===== src/rtl/pipe_stall_ctrl_pkg.sv =====
// Shared types for the pipeline stall/flush sequencer: next-PC select codes,
// stall FSM states and a counter-width helper.
package pipe_stall_ctrl_pkg;

    typedef enum logic [1:0] {PC_SEQ, PC_BRANCH, PC_JUMP, PC_JR} PcSel;

    typedef enum logic [1:0] {ST_RUN, ST_DIV_WAIT, ST_DMEM_WAIT, ST_IMEM_WAIT} StallState;

    // Bits needed to hold values 0..maxVal (never less than one bit).
    function automatic int cntWidth(input int maxVal);
        return (maxVal < 2) ? 1 : $clog2(maxVal + 1);
    endfunction

endpackage


===== src/rtl/pipe_stall_ctrl_perf_cnt.sv =====
// Saturating stall-cycle counter used by pipe_stall_ctrl; the module only exists
// when STALL_PERF_CNT_EN is defined.
`ifdef STALL_PERF_CNT_EN
module stall_perf_cnt #(
    parameter int W = 32
) (
    input  logic         clk,
    input  logic         rstn,
    input  logic         i_inc,
    output logic [W-1:0] o_cnt
);

    logic [W-1:0] r_cnt;

    always_ff @(posedge clk or negedge rstn) begin
        if (!rstn) begin
            r_cnt <= '0;
        end else if (i_inc && (r_cnt != {W{1'b1}})) begin
            r_cnt <= r_cnt + W'(1);
        end
    end

    assign o_cnt = r_cnt;

endmodule
`endif


===== src/rtl/pipe_stall_ctrl.sv =====
// Stall/flush sequencer for the 5-stage pipeline: merges hazard, branch, divide,
// I/D-cache wait and MEM exception into stage enables/flushes. STALL_PERF_CNT_EN adds stall counters.
module pipe_stall_ctrl
    import pipe_stall_ctrl_pkg::*;
#(
    parameter int DIV_CYCLES  = 33,
    parameter int MEM_TIMEOUT = 255
`ifdef STALL_PERF_CNT_EN
    ,
    parameter int PERF_W      = 32
`endif
) (
    input  logic      clk,
    input  logic      rstn,
    input  logic      hazard_stall,
    input  PcSel      pcsel,
    input  logic      div_start_ex,
    input  logic      icache_req,
    input  logic      icache_ready,
    input  logic      dcache_req_mem,
    input  logic      dcache_ready,
    input  logic      excp_mem,
    output logic      pcWriteEn,
    output logic      IDWriteEn,
    output logic      EXWriteEn,
    output logic      MEMWriteEn,
    output logic      IDFlush,
    output logic      EXFlush,
    output logic      MEMFlush,
    output logic      WBFlush,
    output logic      div_done,
    output logic      mem_timeout,
    output StallState stall_state
`ifdef STALL_PERF_CNT_EN
    ,
    output logic [PERF_W-1:0] perf_hazard_cnt,
    output logic [PERF_W-1:0] perf_div_cnt,
    output logic [PERF_W-1:0] perf_imem_cnt,
    output logic [PERF_W-1:0] perf_dmem_cnt
`endif
);

    localparam int DIV_W  = cntWidth(DIV_CYCLES - 1);
    localparam int WAIT_W = cntWidth(MEM_TIMEOUT);
    localparam logic [DIV_W-1:0]  DIV_LOAD = DIV_W'(DIV_CYCLES - 1);
    localparam logic [WAIT_W-1:0] WAIT_MAX = WAIT_W'(MEM_TIMEOUT);
    localparam logic [WAIT_W-1:0] WAIT_PRE = WAIT_W'(MEM_TIMEOUT - 1);

    StallState         r_state;
    StallState         w_next;
    logic [DIV_W-1:0]  r_divCnt;
    logic [WAIT_W-1:0] r_waitCnt;
    logic              r_fetchDiscard;
    logic              r_memTimeout;
    logic              w_dWait;
    logic              w_iWait;
    logic              w_branch;
    logic              w_divLoad;
    logic              w_discardSet;
    logic              w_discardClr;

    assign w_dWait  = dcache_req_mem & ~dcache_ready;
    assign w_iWait  = icache_req & ~icache_ready;
    assign w_branch = (pcsel == PC_BRANCH);

    always_comb begin
        w_next       = r_state;
        pcWriteEn    = 1'b1;
        IDWriteEn    = 1'b1;
        EXWriteEn    = 1'b1;
        MEMWriteEn   = 1'b1;
        IDFlush      = 1'b0;
        EXFlush      = 1'b0;
        MEMFlush     = 1'b0;
        WBFlush      = 1'b0;
        div_done     = 1'b0;
        w_divLoad    = 1'b0;
        w_discardSet = 1'b0;
        w_discardClr = 1'b0;
        unique case (r_state)
            ST_RUN: begin
                if (excp_mem) begin
                    IDFlush  = 1'b1;
                    EXFlush  = 1'b1;
                    MEMFlush = 1'b1;
                end else if (w_dWait) begin
                    pcWriteEn  = 1'b0;
                    IDWriteEn  = 1'b0;
                    EXWriteEn  = 1'b0;
                    MEMWriteEn = 1'b0;
                    WBFlush    = 1'b1;
                    w_next     = ST_DMEM_WAIT;
                end else if (div_start_ex) begin
                    pcWriteEn = 1'b0;
                    IDWriteEn = 1'b0;
                    EXWriteEn = 1'b0;
                    MEMFlush  = 1'b1;
                    w_divLoad = 1'b1;
                    w_next    = ST_DIV_WAIT;
                end else if (w_iWait) begin
                    pcWriteEn = 1'b0;
                    IDFlush   = 1'b1;
                    w_next    = ST_IMEM_WAIT;
                end else if (hazard_stall) begin
                    pcWriteEn = 1'b0;
                    IDWriteEn = 1'b0;
                    EXFlush   = 1'b1;
                end else if (w_branch) begin
                    IDFlush = 1'b1;
                end
            end
            ST_DIV_WAIT: begin
                if (excp_mem) begin
                    IDFlush  = 1'b1;
                    EXFlush  = 1'b1;
                    MEMFlush = 1'b1;
                    w_next   = ST_RUN;
                end else if (r_divCnt == '0) begin
                    div_done = 1'b1;
                    w_next   = ST_RUN;
                end else begin
                    pcWriteEn = 1'b0;
                    IDWriteEn = 1'b0;
                    EXWriteEn = 1'b0;
                    MEMFlush  = 1'b1;
                end
            end
            ST_DMEM_WAIT: begin
                if (dcache_ready) begin
                    w_next = ST_RUN;
                end else begin
                    pcWriteEn  = 1'b0;
                    IDWriteEn  = 1'b0;
                    EXWriteEn  = 1'b0;
                    MEMWriteEn = 1'b0;
                    WBFlush    = 1'b1;
                end
            end
            ST_IMEM_WAIT: begin
                // A redirect while the fetch is in flight marks its data stale.
                if (excp_mem) begin
                    IDFlush  = 1'b1;
                    EXFlush  = 1'b1;
                    MEMFlush = 1'b1;
                    if (icache_ready) begin
                        w_discardClr = 1'b1;
                        w_next       = ST_RUN;
                    end else begin
                        w_discardSet = 1'b1;
                    end
                end else if (w_dWait) begin
                    pcWriteEn  = 1'b0;
                    IDWriteEn  = 1'b0;
                    EXWriteEn  = 1'b0;
                    MEMWriteEn = 1'b0;
                    WBFlush    = 1'b1;
                end else if (icache_ready) begin
                    IDFlush      = r_fetchDiscard | w_branch;
                    w_discardClr = 1'b1;
                    w_next       = ST_RUN;
                end else begin
                    pcWriteEn = 1'b0;
                    IDFlush   = 1'b1;
                    if (w_branch) begin
                        w_discardSet = 1'b1;
                    end
                end
            end
        endcase
        if (!rstn) begin
            pcWriteEn  = 1'b0;
            IDWriteEn  = 1'b0;
            EXWriteEn  = 1'b0;
            MEMWriteEn = 1'b0;
            IDFlush    = 1'b1;
            EXFlush    = 1'b1;
            MEMFlush   = 1'b1;
            WBFlush    = 1'b1;
            div_done   = 1'b0;
        end
    end

    always_ff @(posedge clk or negedge rstn) begin
        if (!rstn) begin
            r_state        <= ST_RUN;
            r_divCnt       <= '0;
            r_waitCnt      <= '0;
            r_fetchDiscard <= 1'b0;
            r_memTimeout   <= 1'b0;
        end else begin
            r_state <= w_next;
            if (w_divLoad) begin
                r_divCnt <= DIV_LOAD;
            end else if (w_next != ST_DIV_WAIT) begin
                r_divCnt <= '0;
            end else if (r_divCnt != '0) begin
                r_divCnt <= r_divCnt - DIV_W'(1);
            end
            // The timeout flag only reports; the FSM keeps waiting for the response.
            if (((r_state == ST_DMEM_WAIT) || (r_state == ST_IMEM_WAIT)) && (w_next == r_state)) begin
                if (r_waitCnt != WAIT_MAX) begin
                    r_waitCnt <= r_waitCnt + WAIT_W'(1);
                end
                if (r_waitCnt >= WAIT_PRE) begin
                    r_memTimeout <= 1'b1;
                end
            end else begin
                r_waitCnt <= '0;
            end
            if (w_discardClr) begin
                r_fetchDiscard <= 1'b0;
            end else if (w_discardSet) begin
                r_fetchDiscard <= 1'b1;
            end
        end
    end

    assign mem_timeout = r_memTimeout;
    assign stall_state = r_state;

`ifdef STALL_PERF_CNT_EN
    logic w_incHazard;
    logic w_incDiv;
    logic w_incImem;
    logic w_incDmem;

    // Each stall kind leaves a distinct enable/flush signature on the outputs.
    assign w_incHazard = (r_state == ST_RUN) & EXFlush & ~IDWriteEn;
    assign w_incDiv    = MEMFlush & ~EXWriteEn & MEMWriteEn;
    assign w_incImem   = ~pcWriteEn & IDFlush & IDWriteEn;
    assign w_incDmem   = WBFlush;

    stall_perf_cnt #(.W(PERF_W)) u_perfHazard (.clk(clk), .rstn(rstn), .i_inc(w_incHazard), .o_cnt(perf_hazard_cnt));
    stall_perf_cnt #(.W(PERF_W)) u_perfDiv    (.clk(clk), .rstn(rstn), .i_inc(w_incDiv),    .o_cnt(perf_div_cnt));
    stall_perf_cnt #(.W(PERF_W)) u_perfImem   (.clk(clk), .rstn(rstn), .i_inc(w_incImem),   .o_cnt(perf_imem_cnt));
    stall_perf_cnt #(.W(PERF_W)) u_perfDmem   (.clk(clk), .rstn(rstn), .i_inc(w_incDmem),   .o_cnt(perf_dmem_cnt));
`endif

endmodule


===== config.mk =====
export PLATFORM = sky130hd
export DESIGN_NAME = pipe_stall_ctrl
export DESIGN_NICKNAME = d
export VERILOG_FILES = /design/src/rtl/pipe_stall_ctrl_pkg.sv /design/src/rtl/pipe_stall_ctrl_perf_cnt.sv /design/src/rtl/pipe_stall_ctrl.sv
export SDC_FILE = /design/constraint.sdc
export NUM_CORES = 1
export LEC_CHECK = 0
export ABC_AREA = 0
export ABC_CLOCK_PERIOD_IN_PS = 3100
export BUFFER_PORTS_ARGS = -buffer_cell sky130_fd_sc_hd__buf_4
export CORE_UTILIZATION = 45
export DETAILED_ROUTE_END_ITERATION = 8
export MAX_ROUTING_LAYER = met4
export PLACE_DENSITY = 0.71
export SLEW_MARGIN = 10
export SYNTH_ARGS = -nofsm -noshare
export SYNTH_HDL_FRONTEND = slang
export SYNTH_SLANG_ARGS = --single-unit

===== constraint.sdc =====
create_clock -name clk -period 3.1 [get_ports clk]
set_input_delay 0.62 -clock clk [delete_from_list [all_inputs] [get_ports clk]]
set_output_delay 0.62 -clock clk [all_outputs]
set_load 0.05 [all_outputs]

## Yosys cells after proc, flatten, opt, wreduce, memory -nomap -nowiden

Cells that the tools add are included.

| storage, ports and cells | value |
|---|---|
| bits in writable memories | 0 |
| output and inout bits | 12 |
| bits in latches | 0 |
| register bits | 18 |
| memory bits (read-only) | 0 |
| memories kept | 0 |
| bits of input ports | 11 |
| logic and storage cells | 120 |

| cells by class | value |
|---|---|
| divide/modulo/power cells | 0 |
| equality and inequality tests | 8 |
| bitwise logic cells | 5 |
| add/subtract/negate cells | 2 |
| reductions and logical operators | 10 |
| $lt $le $gt $ge | 1 |
| multiplexer cells | 89 |
| multiply operators | 0 |
| shifts and indexed selects | 0 |

Operators with widths:

| cell | number |
|---|---|
| $mux W1 | 65 |
| $mux W2 | 10 |
| $mux W6 | 3 |
| $mux W8 | 2 |
| $pmux W1 S4 | 3 |
| $add A8 B1 Y8 const B | 1 |
| $ge A8 B8 Y1 const B | 1 |
| $ne A8 B8 Y1 const B | 1 |
| $pmux W2 S4 | 1 |
| $logic_not A6 Y1 | 1 |
| $pmux W1 S2 | 3 |
| $pmux W1 S3 | 2 |
| $reduce_bool A6 Y1 | 1 |
| $sub A6 B1 Y6 const B | 1 |
| $eq A2 B1 Y1 const B | 2 |
| $eq A2 B2 Y1 const B | 2 |
| $ne A2 B1 Y1 const B | 2 |
| $reduce_or A2 Y1 | 2 |
| $reduce_bool A3 Y1 | 1 |
| $and A1 B1 Y1 | 2 |
| $eq A2 B2 Y1 | 1 |
| $logic_not A2 Y1 | 1 |
| $not A1 Y1 | 2 |
| $reduce_and A2 Y1 | 1 |
| 4 further kinds | 4 |

## Depth between registers and ports, before layout

| logic depth | value |
|---|---|
| depth in word-level cells | 10 |
| gate-level depth with buffers | 7 |
| gate-level depth less buffers | 6 |

## Worst setup path before layout

No wires, ideal clock.

| timing path | value |
|---|---|
| path kind | flip-flop to output port |
| from | register r_state[0] (netlist: stall_state[0]) |
| to | output pcWriteEn |
| required time | 2480 ps |
| arrival time | 2769 ps |
| cell stages (with the launch flop) | 6 |
| buffers on the path | 1 |
| path slack | -289 ps |
| cell sequence | dfrtp_1 ha_1 clkbuf_1 o41ai_1 a211oi_1 a211oi_1 |

| on the way | value |
|---|---|
| word-level cells in the longest chain between the ends | 3 |
| elaborated cells on any way between the ends | 6 |
| those cells by class | 3 x eq/ne; 2 x mux; 1 x reduce/logical |

Ends and longest elaborated chain:

| item | line | source |
|---|---|---|
| start: declaration | pipe_stall_ctrl.sv:49 | `StallState r_state;` |
| start signal: assignment | pipe_stall_ctrl.sv:191 | `r_state <= w_next;` |
| $eq A2 B2 Y1, or another cell as far along | pipe_stall_ctrl.sv:80 | `unique case (r_state)` |
| $pmux W1 S4 (*) | pipe_stall_ctrl.sv:80 |  |
| $mux W1 (*) | pipe_stall_ctrl.sv:170 | `if (!rstn) begin` |
| end: declaration | pipe_stall_ctrl.sv:23 | `output logic pcWriteEn,` |

Every way passes the cells marked *; elsewhere a longest branch is shown, timed or not.

## Final worst setup path

| timing path | value |
|---|---|
| from | register r_divCnt[0] |
| to | output MEMFlush |

| on the way | value |
|---|---|
| word-level cells in the longest chain between the ends | 5 |

Ends and longest elaborated chain:

| item | line | source |
|---|---|---|
| start: declaration | pipe_stall_ctrl.sv:51 | `logic [DIV_W-1:0] r_divCnt;` |
| start signal: assignment | pipe_stall_ctrl.sv:197 | `r_divCnt <= r_divCnt - DIV_W'(1);` |
| $logic_not A6 Y1 | pipe_stall_ctrl.sv:118 | `end else if (r_divCnt == '0) begin` |
| $mux W1 | pipe_stall_ctrl.sv:118 |  |
| $mux W1 | pipe_stall_ctrl.sv:113 | `if (excp_mem) begin` |
| $pmux W1 S3 | pipe_stall_ctrl.sv:80 |  |
| $mux W1 | pipe_stall_ctrl.sv:170 |  |
| end: declaration | pipe_stall_ctrl.sv:29 | `output logic MEMFlush,` |

Every way passes these cells.

==> impl_metrics.yaml <==
drt:
  via_count: 1387
  drt_first_pass_iters: 4
  wl_um: 3560
  ant_nets: 0
  wl_per_cell_um: 15.2
  route.detailed.drc: 0
  drt_iter0_drc: 63
  vias_per_cell: 5.93
synth:
  synthMostInstantiatedCell: "dfrtp_1"
  synth_top_family_by_area: "simple AND/OR/NAND/NOR gates"
  async_reset_ff_share_pct: 100
  synth_common_cells: "dfrtp_1 (18), nor3_1 (15), nor2_1 (12)"
  yosysTopAreaCellShare_pct: 31.0
  synth.area.top_cells: "dfrtp_1 (31%), ha_1 (6.0%), nor3_1 (5.2%), a21oi_1 (3.4%), nand2b_1 (3.4%)"
  synth-simple-area-share_pct: 27.9
  synthAdderAreaFrac_pct: 6.03
  synth_largest_area_cell: "dfrtp_1"
  synth_nets: 187
  synth_cells: 169
  synth-seq-area-share_pct: 31.0
  synth_edf_count: 0
  syn_area_per_cell_um2: 8.60
  synth_mux_area_share_pct: 2.07
  synth-compound-area-share_pct: 26.7
  synth-main-ff-cell: "dfrtp_1"
  ys_warn_count: 0
  ys_ff_latch: 18
  synth-xor-area-share_pct: 1.81
  synth.distinct_cells: 48
  netlist_area_um2: 1450
global_routing:
  antenna_found_initial: 0
  gr-total-overflow: 0
  grt_start_max_net_pins: 26
  first_global_vias: 1321
  grtUsageTotal_pct: 23.6
  grt_pass1_wl_um: 6030
worst_setup_path:
  cp_max_fo: 5
  worstPathCellList: "inv_1 > ha_1 > nand2b_4 > or4_1 > a211oi_1 > o21ai_1 > buf_4"
  critPathMaxStageDelay_ps: 580
  crit_required_ps: 2480
  cp_num_buf_inv: 2
  endpoint_kind: "primary output"
  path_class: "reg2out"
  cpMaxStageDelayCell: "or4_1"
  crit_family: "simple AND/OR/NAND/NOR gates"
  worstPathArrival_ps: 2300
  startpoint_type: "register"
clocking:
  clk_latency_ps: 300
  numCtsBuffers: 3
  cts_htree_levels: 1
  cts_hold_buf: 0
  clk_pin_slew_ps: 110
  cts_resized: 0
  cts_tree: "yes"
  post_cts_buffers: 0
  cts_buffer_depth: 2
  cts_sinks: 18
  cts_root_buf: "clkbuf_4"
die:
  die-height_um: 58.8
  rows: 20
  die_w_um: 58.8
  ios: 23
  core_area_um2: 3050
  start_util_pct: 47.6
  die_area_um2: 3460
run_status:
  status: "finished, final reports clean"
sta:
  finalMaxSlewViolations: 0
  fin_crit_ps: 2920
  relSlewSlack_pct: 51.9
  fin_crit_sh_pct: 94.3
  fmax_mhz: 342
  worst_pin_slew_ps: 722
  rsz0062_at_grt: "false"
  worst_slack_ps: 177
  hold_ws_ps: 200
  clock-skew-final_ps: 2.14
  finalSetupTns_ps: 0
  hold_viol: 0
  setup_viol: 0
placed_design:
  post_dp_cell_area_um2: 1660
  port_buffers: 22
  place_congestion: 0.932
  dp_cells: 230
  pre_cts_slack_ps: 438
  hpwl_um: 2670
finish:
  nets: 209
  final_core_util_pct: 55.7
  drive_gt1_share_pct: 18.4
  layout.cells.non_filler: 234
  layout-area-overhead-vs-synth_pct: 17.0
  stdcell_area_um2: 1700
  antenna_cells: 0
power:
  ir_worst_vdd_uv: 390
  power_density_nw_per_um2: 882
  power_mw: 1.50
  leakage_nw: 0.694
run:
  drv_cap: 0
min_path:
  hold_class: "in2async"
## final cells by class
class / instances / area (µm²)
timing repair buffer: 23 / 173
tap: 44 / 55.1
sequential: 18 / 450
multi-input combinational: 135 / 947
inverter: 10 / 37.5
fill: 305 / 1350
clock buffer: 4 / 36.3
## report_power, final
| group | internal, mW | leakage (nW) | switching (mW) |
|---|---|---|---|
| logic | 0.368 | 0.432 | 0.657 |
| registers | 0.274 | 0.242 | 0.0513 |
| clock network | 0.0716 | 0.0210 | 0.0765 |
## state kept, by name (all words and copies together), names as in the netlist
register        flops
r_fetchDiscard      1
stall_state         2
r_waitCnt           8
mem_timeout         1
r_divCnt            6
## worst reg2reg max path, cell delays in order (launching register included)
cell	delay, ps
dfrtp_1	470
inv_1	170
ha_1	400
nor2b_1	270
o31ai_1	140
o32ai_2	680
o31ai_1	180
## kinds of logic (layout without fill, tap and decap cells)
family,after synthesis,in the layout
XOR/XNOR,3,3
buffers and inverters,16,37
adder cells (fa/ha/maj),7,7
AND/OR/NAND/NOR,73,73
AO/OA/AOI/OAI,49,49
flip-flops,18,18
multiplexers,3,3
## cell usage in the layout (no fill, tap or decap), drive strengths merged, types with 3 or more instances in the layout
| master | instances |
|---|---|
| a21oi | 10 |
| o21ai | 8 |
| o2111ai | 3 |
| nor2 | 12 |
| nand2 | 7 |
| nor4 | 5 |
| nand3 | 4 |
| and3 | 3 |
| clkbuf | 4 |
| mux2i | 3 |
| a31oi | 3 |
| nor3 | 15 |
| nor2b | 7 |
| nand2b | 9 |
| a211oi | 5 |
| ha | 7 |
| buf | 23 |
| inv | 10 |
| a2111oi | 3 |
| dfrtp | 18 |
## per-layer routing
metal | up-vias | wire length (µm) | GRT usage (%)
met5 | - | 0 | -
met4 | 0 | 76 | 11.9
met3 | 9 | 131 | 3.08
met2 | 42 | 1800 | 39.3
met1 | 659 | 1560 | 27.8
li1 | 677 | - | -
## worst paths after layout
| kind | startpoint | end | slack, ps | depth (start not counted) |
|---|---|---|---|---|
| hold reg to reg | mem_timeout$_DFFE_PN0P_ | mem_timeout$_DFFE_PN0P_ | 520 | 2 |
| min in group clk | mem_timeout$_DFFE_PN0P_ | mem_timeout$_DFFE_PN0P_ | 520 | 2 |
| hold / removal | rstn | r_divCnt[4]$_DFFE_PN0P_ | 200 | 1 |
| max in group asynchronous | rstn | stall_state[0]$_DFF_PN0_ | 2670 | 1 |
| setup reg to reg | stall_state[1]$_DFF_PN0_ | mem_timeout$_DFFE_PN0P_ | 630 | 6 |
| setup / recovery | r_divCnt[0]$_DFFE_PN0P_ | MEMFlush | 180 | 7 |
(Power assumes the default switching activity.)
